### src/rtl/ps2_rx_fifo.sv
// ps2_rx_fifo: PS/2 device-to-host receiver synchronous to clk50.
// The PS/2 pins are synchronised and kclk is glitch-filtered. Each falling
// edge of the filtered kclk advances an 11-bit frame decoder, which checks
// the start, odd-parity and stop bits. A watchdog abandons stalled frames,
// and good scan codes are buffered in a show-ahead FIFO with valid/ready.
// Optional feature macro: PS2_PREFIX_DECODE_EN. When it is defined, E0/F0
// prefix bytes become ext/brk flags on the next code instead of FIFO entries.
module ps2_rx_fifo #(
  parameter int DEPTH       = 8,
  parameter int SYNC_STAGES = 2,
  parameter int FILTER_LEN  = 8,
  parameter int TIMEOUT_CYC = 10000
) (
  input  logic                       clk50,
  input  logic                       reset,
  input  logic                       kclk,
  input  logic                       kin,
  output logic [7:0]                 code_out,
  output logic [1:0]                 code_flags,
  output logic                       code_valid,
  input  logic                       code_ready,
  output logic                       frame_err,
  output logic                       overflow,
  input  logic                       ovf_clr,
  output logic [$clog2(DEPTH+1)-1:0] fifo_count
);

  localparam int PW = $clog2(DEPTH);
  localparam int CW = $clog2(DEPTH+1);
  localparam int FW = $clog2(FILTER_LEN+1);
  localparam int TW = $clog2(TIMEOUT_CYC+1);
`ifdef PS2_PREFIX_DECODE_EN
  localparam int EW = 10;
`else
  localparam int EW = 8;
`endif

  localparam logic [1:0] S_IDLE   = 2'd0;
  localparam logic [1:0] S_DATA   = 2'd1;
  localparam logic [1:0] S_PARITY = 2'd2;
  localparam logic [1:0] S_STOP   = 2'd3;

  logic [SYNC_STAGES-1:0] r_kclkSync;
  logic [SYNC_STAGES-1:0] r_kinSync;
  logic                   w_kclkS;
  logic                   w_kinS;

  logic                   r_kclkFilt;
  logic                   r_kclkFiltPrev;
  logic [FW-1:0]          r_filtCnt;
  logic                   w_fall;

  logic [1:0]             r_state;
  logic [2:0]             r_bitCnt;
  logic [7:0]             r_shift;
  logic                   r_parity;
  logic [TW-1:0]          r_wdCnt;
  logic                   r_good;
  logic [7:0]             r_goodByte;
  logic                   r_frameErr;

  logic                   w_push;
  logic [EW-1:0]          w_pushData;

  logic [EW-1:0]          r_mem [DEPTH];
  logic [PW-1:0]          r_wrPtr;
  logic [PW-1:0]          r_rdPtr;
  logic [CW-1:0]          r_count;
  logic                   r_overflow;
  logic                   w_full;
  logic                   w_pop;
  logic                   w_write;
  logic [EW-1:0]          w_head;

  assign w_kclkS = r_kclkSync[SYNC_STAGES-1];
  assign w_kinS  = r_kinSync[SYNC_STAGES-1];

  // Bring both asynchronous PS/2 pins into the clk50 domain; idle lines are high
  always_ff @(posedge clk50 or negedge reset) begin
    if (!reset) begin
      r_kclkSync <= '1;
      r_kinSync  <= '1;
    end else begin
      r_kclkSync <= {r_kclkSync[SYNC_STAGES-2:0], kclk};
      r_kinSync  <= {r_kinSync[SYNC_STAGES-2:0], kin};
    end
  end

  // Only let the filtered clock follow kclk after FILTER_LEN matching samples
  always_ff @(posedge clk50 or negedge reset) begin
    if (!reset) begin
      r_kclkFilt     <= 1'b1;
      r_kclkFiltPrev <= 1'b1;
      r_filtCnt      <= '0;
    end else begin
      r_kclkFiltPrev <= r_kclkFilt;
      if (w_kclkS == r_kclkFilt) begin
        r_filtCnt <= '0;
      end else if (r_filtCnt == FW'(FILTER_LEN-1)) begin
        r_kclkFilt <= w_kclkS;
        r_filtCnt  <= '0;
      end else begin
        r_filtCnt <= r_filtCnt + 1'b1;
      end
    end
  end

  assign w_fall = r_kclkFiltPrev & ~r_kclkFilt;

  // Frame decoder stepped by filtered falls, with a watchdog for stalled frames
  always_ff @(posedge clk50 or negedge reset) begin
    if (!reset) begin
      r_state    <= S_IDLE;
      r_bitCnt   <= '0;
      r_shift    <= '0;
      r_parity   <= 1'b0;
      r_wdCnt    <= '0;
      r_good     <= 1'b0;
      r_goodByte <= '0;
      r_frameErr <= 1'b0;
    end else begin
      r_good     <= 1'b0;
      r_frameErr <= 1'b0;
      if (r_state == S_IDLE || w_fall) begin
        r_wdCnt <= '0;
      end else begin
        r_wdCnt <= r_wdCnt + 1'b1;
      end
      if (r_state != S_IDLE && !w_fall && r_wdCnt == TW'(TIMEOUT_CYC-1)) begin
        r_state    <= S_IDLE;
        r_bitCnt   <= '0;
        r_shift    <= '0;
        r_frameErr <= 1'b1;
      end else if (w_fall) begin
        case (r_state)
          S_IDLE: begin
            if (!w_kinS) begin
              r_state  <= S_DATA;
              r_bitCnt <= '0;
            end else begin
              r_frameErr <= 1'b1;
            end
          end
          S_DATA: begin
            r_shift  <= {w_kinS, r_shift[7:1]};
            r_bitCnt <= r_bitCnt + 1'b1;
            if (r_bitCnt == 3'd7) begin
              r_state <= S_PARITY;
            end
          end
          S_PARITY: begin
            r_parity <= w_kinS;
            r_state  <= S_STOP;
          end
          default: begin
            r_state <= S_IDLE;
            if (w_kinS && (^{r_shift, r_parity})) begin
              r_good     <= 1'b1;
              r_goodByte <= r_shift;
            end else begin
              r_frameErr <= 1'b1;
            end
          end
        endcase
      end
    end
  end

  assign frame_err = r_frameErr;

`ifdef PS2_PREFIX_DECODE_EN
  logic r_ext;
  logic r_brk;
  logic w_isPrefix;

  assign w_isPrefix = (r_goodByte == 8'hE0) || (r_goodByte == 8'hF0);
  assign w_push     = r_good & ~w_isPrefix;
  assign w_pushData = {r_ext, r_brk, r_goodByte};

  // Collect E0/F0 prefixes as pending flags; any rejected frame forgets them
  always_ff @(posedge clk50 or negedge reset) begin
    if (!reset) begin
      r_ext <= 1'b0;
      r_brk <= 1'b0;
    end else if (r_frameErr) begin
      r_ext <= 1'b0;
      r_brk <= 1'b0;
    end else if (r_good) begin
      if (r_goodByte == 8'hE0) begin
        r_ext <= 1'b1;
      end else if (r_goodByte == 8'hF0) begin
        r_brk <= 1'b1;
      end else begin
        r_ext <= 1'b0;
        r_brk <= 1'b0;
      end
    end
  end

  assign code_flags = code_valid ? w_head[9:8] : 2'b00;
`else
  assign w_push     = r_good;
  assign w_pushData = r_goodByte;
  assign code_flags = 2'b00;
`endif

  assign w_full  = (r_count == CW'(DEPTH));
  assign w_pop   = code_valid & code_ready;
  assign w_write = w_push & (~w_full | w_pop);
  assign w_head  = r_mem[r_rdPtr];

  // FIFO storage; entries are only ever read while the FIFO reports valid
  always_ff @(posedge clk50) begin
    if (w_write) begin
      r_mem[r_wrPtr] <= w_pushData;
    end
  end

  // Pointer and occupancy bookkeeping plus the sticky overflow flag
  always_ff @(posedge clk50 or negedge reset) begin
    if (!reset) begin
      r_wrPtr    <= '0;
      r_rdPtr    <= '0;
      r_count    <= '0;
      r_overflow <= 1'b0;
    end else begin
      if (w_write) begin
        r_wrPtr <= r_wrPtr + 1'b1;
      end
      if (w_pop) begin
        r_rdPtr <= r_rdPtr + 1'b1;
      end
      if (w_write && !w_pop) begin
        r_count <= r_count + 1'b1;
      end else if (!w_write && w_pop) begin
        r_count <= r_count - 1'b1;
      end
      if (w_push && w_full && !w_pop) begin
        r_overflow <= 1'b1;
      end else if (ovf_clr) begin
        r_overflow <= 1'b0;
      end
    end
  end

  assign code_valid = (r_count != '0);
  assign code_out   = code_valid ? w_head[7:0] : 8'h00;
  assign overflow   = r_overflow;
  assign fifo_count = r_count;

endmodule

### config.mk
export PLATFORM = sky130hd
export DESIGN_NAME = ps2_rx_fifo
export DESIGN_NICKNAME = d
export VERILOG_FILES = /design/src/rtl/ps2_rx_fifo.sv
export SDC_FILE = /design/constraint.sdc
export NUM_CORES = 1
export LEC_CHECK = 0
export BUFFER_PORTS_ARGS = -buffer_cell sky130_fd_sc_hd__buf_2
export CORE_MARGIN = 2
export CORE_UTILIZATION = 61
export DETAILED_ROUTE_END_ITERATION = 12
export GPL_ROUTABILITY_DRIVEN = 0
export PLACE_DENSITY = 0.79
export SETUP_SLACK_MARGIN = 0.3
export SLEW_MARGIN = 5
export SYNTH_ARGS = -nofsm -noshare
export SYNTH_HDL_FRONTEND = slang
export SYNTH_SLANG_ARGS = --single-unit
### constraint.sdc
create_clock -name clk50 -period 3.1 [get_ports clk50]
set_input_delay 0.155 -clock clk50 [delete_from_list [all_inputs] [get_ports clk50]]
set_output_delay 0.155 -clock clk50 [all_outputs]
set_load 0.005 [all_outputs]
Word level (Yosys, flattened, before mapping). Memory sizes are Yosys's and may differ from the RTL's. Index checks and enable logic that the tools add are counted.

Flip-flop bits (word level): 59. Word-level logic and storage cells: 102. Memories kept: 1. Output and inout bits: 17. Bits in writable memories: 64. Input bits: 6.

Memories: r_mem (depth 8, width 8, rd ports 1, clocked after Yosys merged registers in 0, wr ports 1, line 65) `logic [EW-1:0] r_mem [DEPTH];`.

Equal/unequal tests: 9. Reduce and logical (&&, ||, !) cells: 28. Add/sub/neg operators: 7. Bitwise gates (word level): 9. Mux-type cells: 31.

Operator list (count): 8-bit 2-to-1 mux (4); 4-bit 2-to-1 mux (4); 14-bit by 1-bit adder with 14-bit output (second input constant) (1); 14-bit == test (second input constant) (1); 14-bit 2-to-1 mux (1); 1-bit 2-to-1 mux (12); 2-bit nonzero test (5); 3-bit by 1-bit adder with 3-bit output (second input constant) (3); 3-bit 2-to-1 mux (3); 3-bit AND reduction (3); 9-bit XOR reduction (1); 4-bit by 1-bit adder with 4-bit output (second input constant) (2); 2-bit 2-to-1 mux (4); 1-bit logical AND (7); 2-bit one-hot mux with 3 select lines (1); 3-bit one-hot mux with 2 select lines (1); 1-bit NOT (5); 4-bit by 3-bit == test with 1-bit output (second input constant) (1); 4-bit == test (second input constant) (1); 2-bit AND reduction (2); 4-bit AND reduction (1); 4-bit nonzero test (1); 4-bit by 1-bit subtractor with 4-bit output (second input constant) (1); 1-bit AND (3); other kinds (14) (16).

Depth between registers and ports, before layout.
Depth in word-level cells: 8. Depth in mapped cells: 12. Mapped depth without buffers: 11.

Worst setup path before layout. OpenSTA, ideal clock, no wires.

Kind: reg2reg. Start point: reg r_count[1], in the netlist fifo_count[1]. End point: reg r_count[3], in the netlist fifo_count[3]. Stages on the path, launching flop included: 12. Setup slack: 0.475 ns. Path buffers: 0. Arrival: 2.499 ns. Library setup time: 0.126 ns. Required time: 2.974 ns. Period minus slack after synthesis: 2.625 ns. Cells stage by stage: dfrtp_1 > nor4_2 > inv_1 > nand2_1 > ha_1 > inv_1 > ha_1 > a21o_1 > a21oi_1 > xnor2_1 > nor2_1 > xor2_1.

Longest elaborated chain between the ends: 7. Elaborated cells between the ends (all ways): 15. Those cells by class: add/sub: 2; eq/ne: 1; mux: 2; bitwise: 4; reduce/logical: 6.

Ends and longest elaborated chain: start, declared (line 68) `logic [CW-1:0] r_count;`; start signal, assigned (line 234) `r_count <= r_count + 1'b1;`; start signal, assigned (line 236) `r_count <= r_count - 1'b1;`; 4-bit nonzero test * (line 246) `assign code_valid = (r_count != '0);`; named net code_valid (line 20) `output logic code_valid,`; 1-bit AND * (line 208) `assign w_pop = code_valid & code_ready;`; 1-bit OR (line 209) `assign w_write = w_push & (~w_full | w_pop);`; 1-bit AND (line 209); 1-bit zero test (line 235) `end else if (!w_write && w_pop) begin`; 1-bit logical AND (line 235); 2-bit nonzero test (no source line).

The timed path passes the listed nets; every way through them passes the cells marked *. The select of a mux whose other input is x is not followed. A chain may end at the register's enable or synchronous reset.

Worst setup path after layout.
Start point: reg r_count[1], in the netlist fifo_count[1]. End point: reg r_count[3], in the netlist fifo_count[3].

Longest elaborated chain between the ends: 7. Elaborated cells between the ends (all ways): 15. Those cells by class: add/sub: 2; eq/ne: 1; mux: 2; bitwise: 4; reduce/logical: 6.

Ends and longest elaborated chain (line): 4-bit nonzero test / 4-bit == test (equally long branches) (246, 207); 1-bit AND / 1-bit NOT (equally long branches) (208, 209); 1-bit OR (209); 1-bit AND (209); 1-bit zero test (235); 1-bit logical AND (235); 2-bit nonzero test (no source line).

Parallel ways exist; a longest one is shown, timed or not. The select of a mux whose other input is x is not followed.

==> metrics.txt <==
die height 96.5 um; core area between 8000 and 9000 sq um; Top FF cell, synth edfxtp_1; Comb power frac roughly 19%; drt wl/cell about 17 um; Sink Count roughly 120; mapped cell area 5220 sq um; initial antenna violation count 0; synth warn 0; Final Hold Slack just under 0.2 ns; Tmin final 2.56 ns; number of synthesized flops with an enable pin between 60 and 70; Root Buffer clkbuf_8; Worst Path Arrival between 2 and 3 ns; Pleak 2.52 nW; f_max between 0.3 and 0.4 GHz; stages on the worst setup path 12; Worst setup EP type register; max-slew violations 0; Avg Inst Size Synth roughly 15 sq um; clk slew on worst S/H paths 0.06 ns; vias in the first global route 2,894; crit path launch type register; layout cell share with drive strength beyond 1 between 20% and 30%; port bufs 20; Iter 0 DRT Violations approximately 110; placed cells 473; kind of critical path reg2reg; Via-to-Cell Ratio about 5.7; cell area power density 797 nW/um^2; H-tree levels 4; area grow syn2layout 15.6%; # rows 33; R2R depth 12; Reg2Reg Setup Slack 0.54 ns; Yosys cell types 44; final setup violation count 0; Worst Tran Pin Value between 0.8 and 0.9 ns; crit-path cells nor4_2 -> buf_4 -> inv_1 -> nand2_1 -> ha_1 -> inv_1 -> ha_1 -> a21o_1 -> a21oi_1 -> xnor2_1 -> nor2_1 -> xor2_1; Synth Instances 355; #FFs+latches synth roughly 120; CP top delay family simple AND/OR/NAND/NOR gates; Switching Share 28.5%; final worst slack ~0.54 ns; Finished Layout Cells 510; Max-slew headroom around 46%; Worst Clk Skew 0.0105 ns; Inserted Diodes 0; deepest clock path buffer count 2; Crit Path Max Fanout 9; die area 9320 sq um; global route hottest layer met2; Critical path buffers and inverters 3; cell taking the most area after synthesis edfxtp_1; worst stage delay on the critical path roughly 0.45 ns; final hold viol count 0; RSZ-0062 raised after global routing false; TritonCTS buffer count 17; Die Width approximately 97 um; Setup Slack @ Placement approximately 0.52 ns; CTS tree yes; dpl hpwl about 5400 um; status complete, no violations; Final ANT Viol Nets 0; met3 usage about 7%; initial core utilization between 60% and 70%; all-layer global routing usage ~22%; P_sw 1.37 mW; total gr overflow 0; number of filler cells placed in the layout between 500 and 600; Setup TNS 0 ns; Skew-Pair Late Insertion Delay 0.50 ns; drt pass-1 iters 4; Crit-path slowest cell dfrtp_1; sequential share of power approximately 43%; top post-synthesis cells by area edfxtp_1 (37%), dfrtp_1 (25%), mux4_2 (6.9%); Clk pwr share about two fifths; GR Util met1 27.5%; Synth top area share approximately 37%; largest net degree at the start of global routing 33; Max Cap Viol 0; sequential-to-total area share from yosys stat between 60% and 70%; maximum VDD drop 0.000462 V; Layout Nets about 400; num ports 23; internal power ~3.4 mW; final WL roughly 9000 um; via count of the routed design 2,892; Remaining DRCs 0; Min-Delay Path Class in2async; grt met2 use a little under two fifths; first-pass GRT wire length roughly 15,000 um; WP data required 3.49 ns; Final period util ~83%; Async SR Flop Fraction 48.0%
[placed cells by master, fill, tap and decap left out, types with 3 or more instances in the layout]
cell            n
mux2i_1         8
ha_1           13
nor2_1         34
clkinv_2        3
buf_2          20
mux2_2         14
dfrtp_1        53
nand2b_1        6
clkinvlp_4      5
nand2_1        22
mux4_2         16
dfstp_2         6
edfxtp_1       64
and2_1          3
nor3_1          7
inv_1          10
clkinv_4        3
a21oi_1        14
nand3_1        16
xor2_1          9
nand4_1         4
buf_4           5
xnor2_1        16
o21ai_0         4
dlygate4sd3_1   5
clkbuf_16      16
[synthesized netlist by cell type (2+ instances only)]
master,n
or3_1,2
nor3_1,7
o21ai_0,4
nand2b_1,6
buf_4,3
nand4_1,4
buf_2,2
and2_1,3
inv_1,10
xnor2_1,16
a21oi_1,14
mux4_2,16
dfstp_2,6
edfxtp_1,64
ha_1,13
nand3_1,16
a22o_1,2
mux2i_1,8
mux2_2,14
dfrtp_1,53
xor2_1,9
buf_1,2
nor2_1,34
o2bb2ai_1,2
clkbuf_1,5
nand2_1,22
[layout make-up]
class	count	area (sq um)	area share, %
clock inverters	15	151	2.51
flip-flops and latches	123	3410	56.4
inverters	10	37.5	0.622
well taps	105	131	2.18
repair buffers	30	188	3.11
clock buffers	17	414	6.86
multi-input cells	210	1710	28.3
[layer usage]
| metal | up-vias | wire (um) | share of wire [%] |
|---|---|---|---|
| met5 | - | 0 | 0 |
| met4 | 0 | 116 | 1.3 |
| met3 | 10 | 327 | 3.7 |
| met2 | 59 | 4640 | 52 |
| met1 | 1459 | 3770 | 43 |
| li1 | 1364 | - | - |
[cells by family (layout without fill, tap and decap cells)]
family / count (synthesis) / count (layout) / synth area share, %
flops: 123 / 123 / 65.2
simple gates: 103 / 103 / 9.73
mux: 38 / 38 / 11.5
xor+xnor: 27 / 27 / 4.94
compound gates: 26 / 26 / 3.00
buf+inv: 23 / 72 / 2.11
fa+ha+maj: 14 / 14 / 3.50
other cells: 1 / 2 / 0.0718
[what timing repair did]
| action | CTS | global route |
|---|---|---|
| resized for setup | 0 | 0 |
| hold buffers | 5 | 0 |
| buffers inserted | 0 | 0 |
| hold endpoints to repair | 26 | 0 |
[metrics by stage]
stage                     utilization (%)  instance area, sq um  total power [mW]
after floorplan                         -                  5230              2.76
after global placement               65.7                  5420              2.95
after detailed placement             65.7                  5420              3.00
after CTS                            73.1                  6040              4.86
after global routing                 73.1                  6040              5.07
final                                73.1                  6040              4.81
[flip-flops by register name, summed over array words and instances (netlist names), 2 cells and up]
register    flops
r_bitCnt        3
r_state         2
r_wrPtr         3
r_goodByte      8
r_filtCnt       4
r_rdPtr         3
r_kinSync       2
r_mem          64
r_wdCnt        14
r_kclkSync      2
fifo_count      4
r_shift         8
[worst reg2reg max path, cell delays in order (launching register included)]
cell	delay, ns
dfrtp_1	0.45
nor4_2	0.30
buf_4	0.21
inv_1	0.08
nand2_1	0.14
ha_1	0.21
inv_1	0.10
ha_1	0.28
a21o_1	0.17
a21oi_1	0.17
xnor2_1	0.13
nor2_1	0.07
xor2_1	0.14
[path summary, 6_finish.rpt]
check | to | from
max reg2reg | fifo_count[3] | fifo_count[1]
min | r_wdCnt[10] | reset
max in group asynchronous | r_shift[3] | reset
min in group clk50 | r_kinSync[0] | kin
max | fifo_count[3] | fifo_count[1]
min reg2reg | r_kinSync[1] | r_kinSync[0]
[power by group through the flow]
stage          combinational [mW]  sequential, mW  clock (mW)
2_1_floorplan               0.778            1.98           0
3_3_place_gp                0.892            2.06           0
3_5_place_dp                0.925            2.08           0
4_1_cts                     0.945            2.05        1.87
5_1_grt                      1.04            2.06        1.96
6_report                    0.929            2.04        1.84
(Power assumes the default switching activity.)
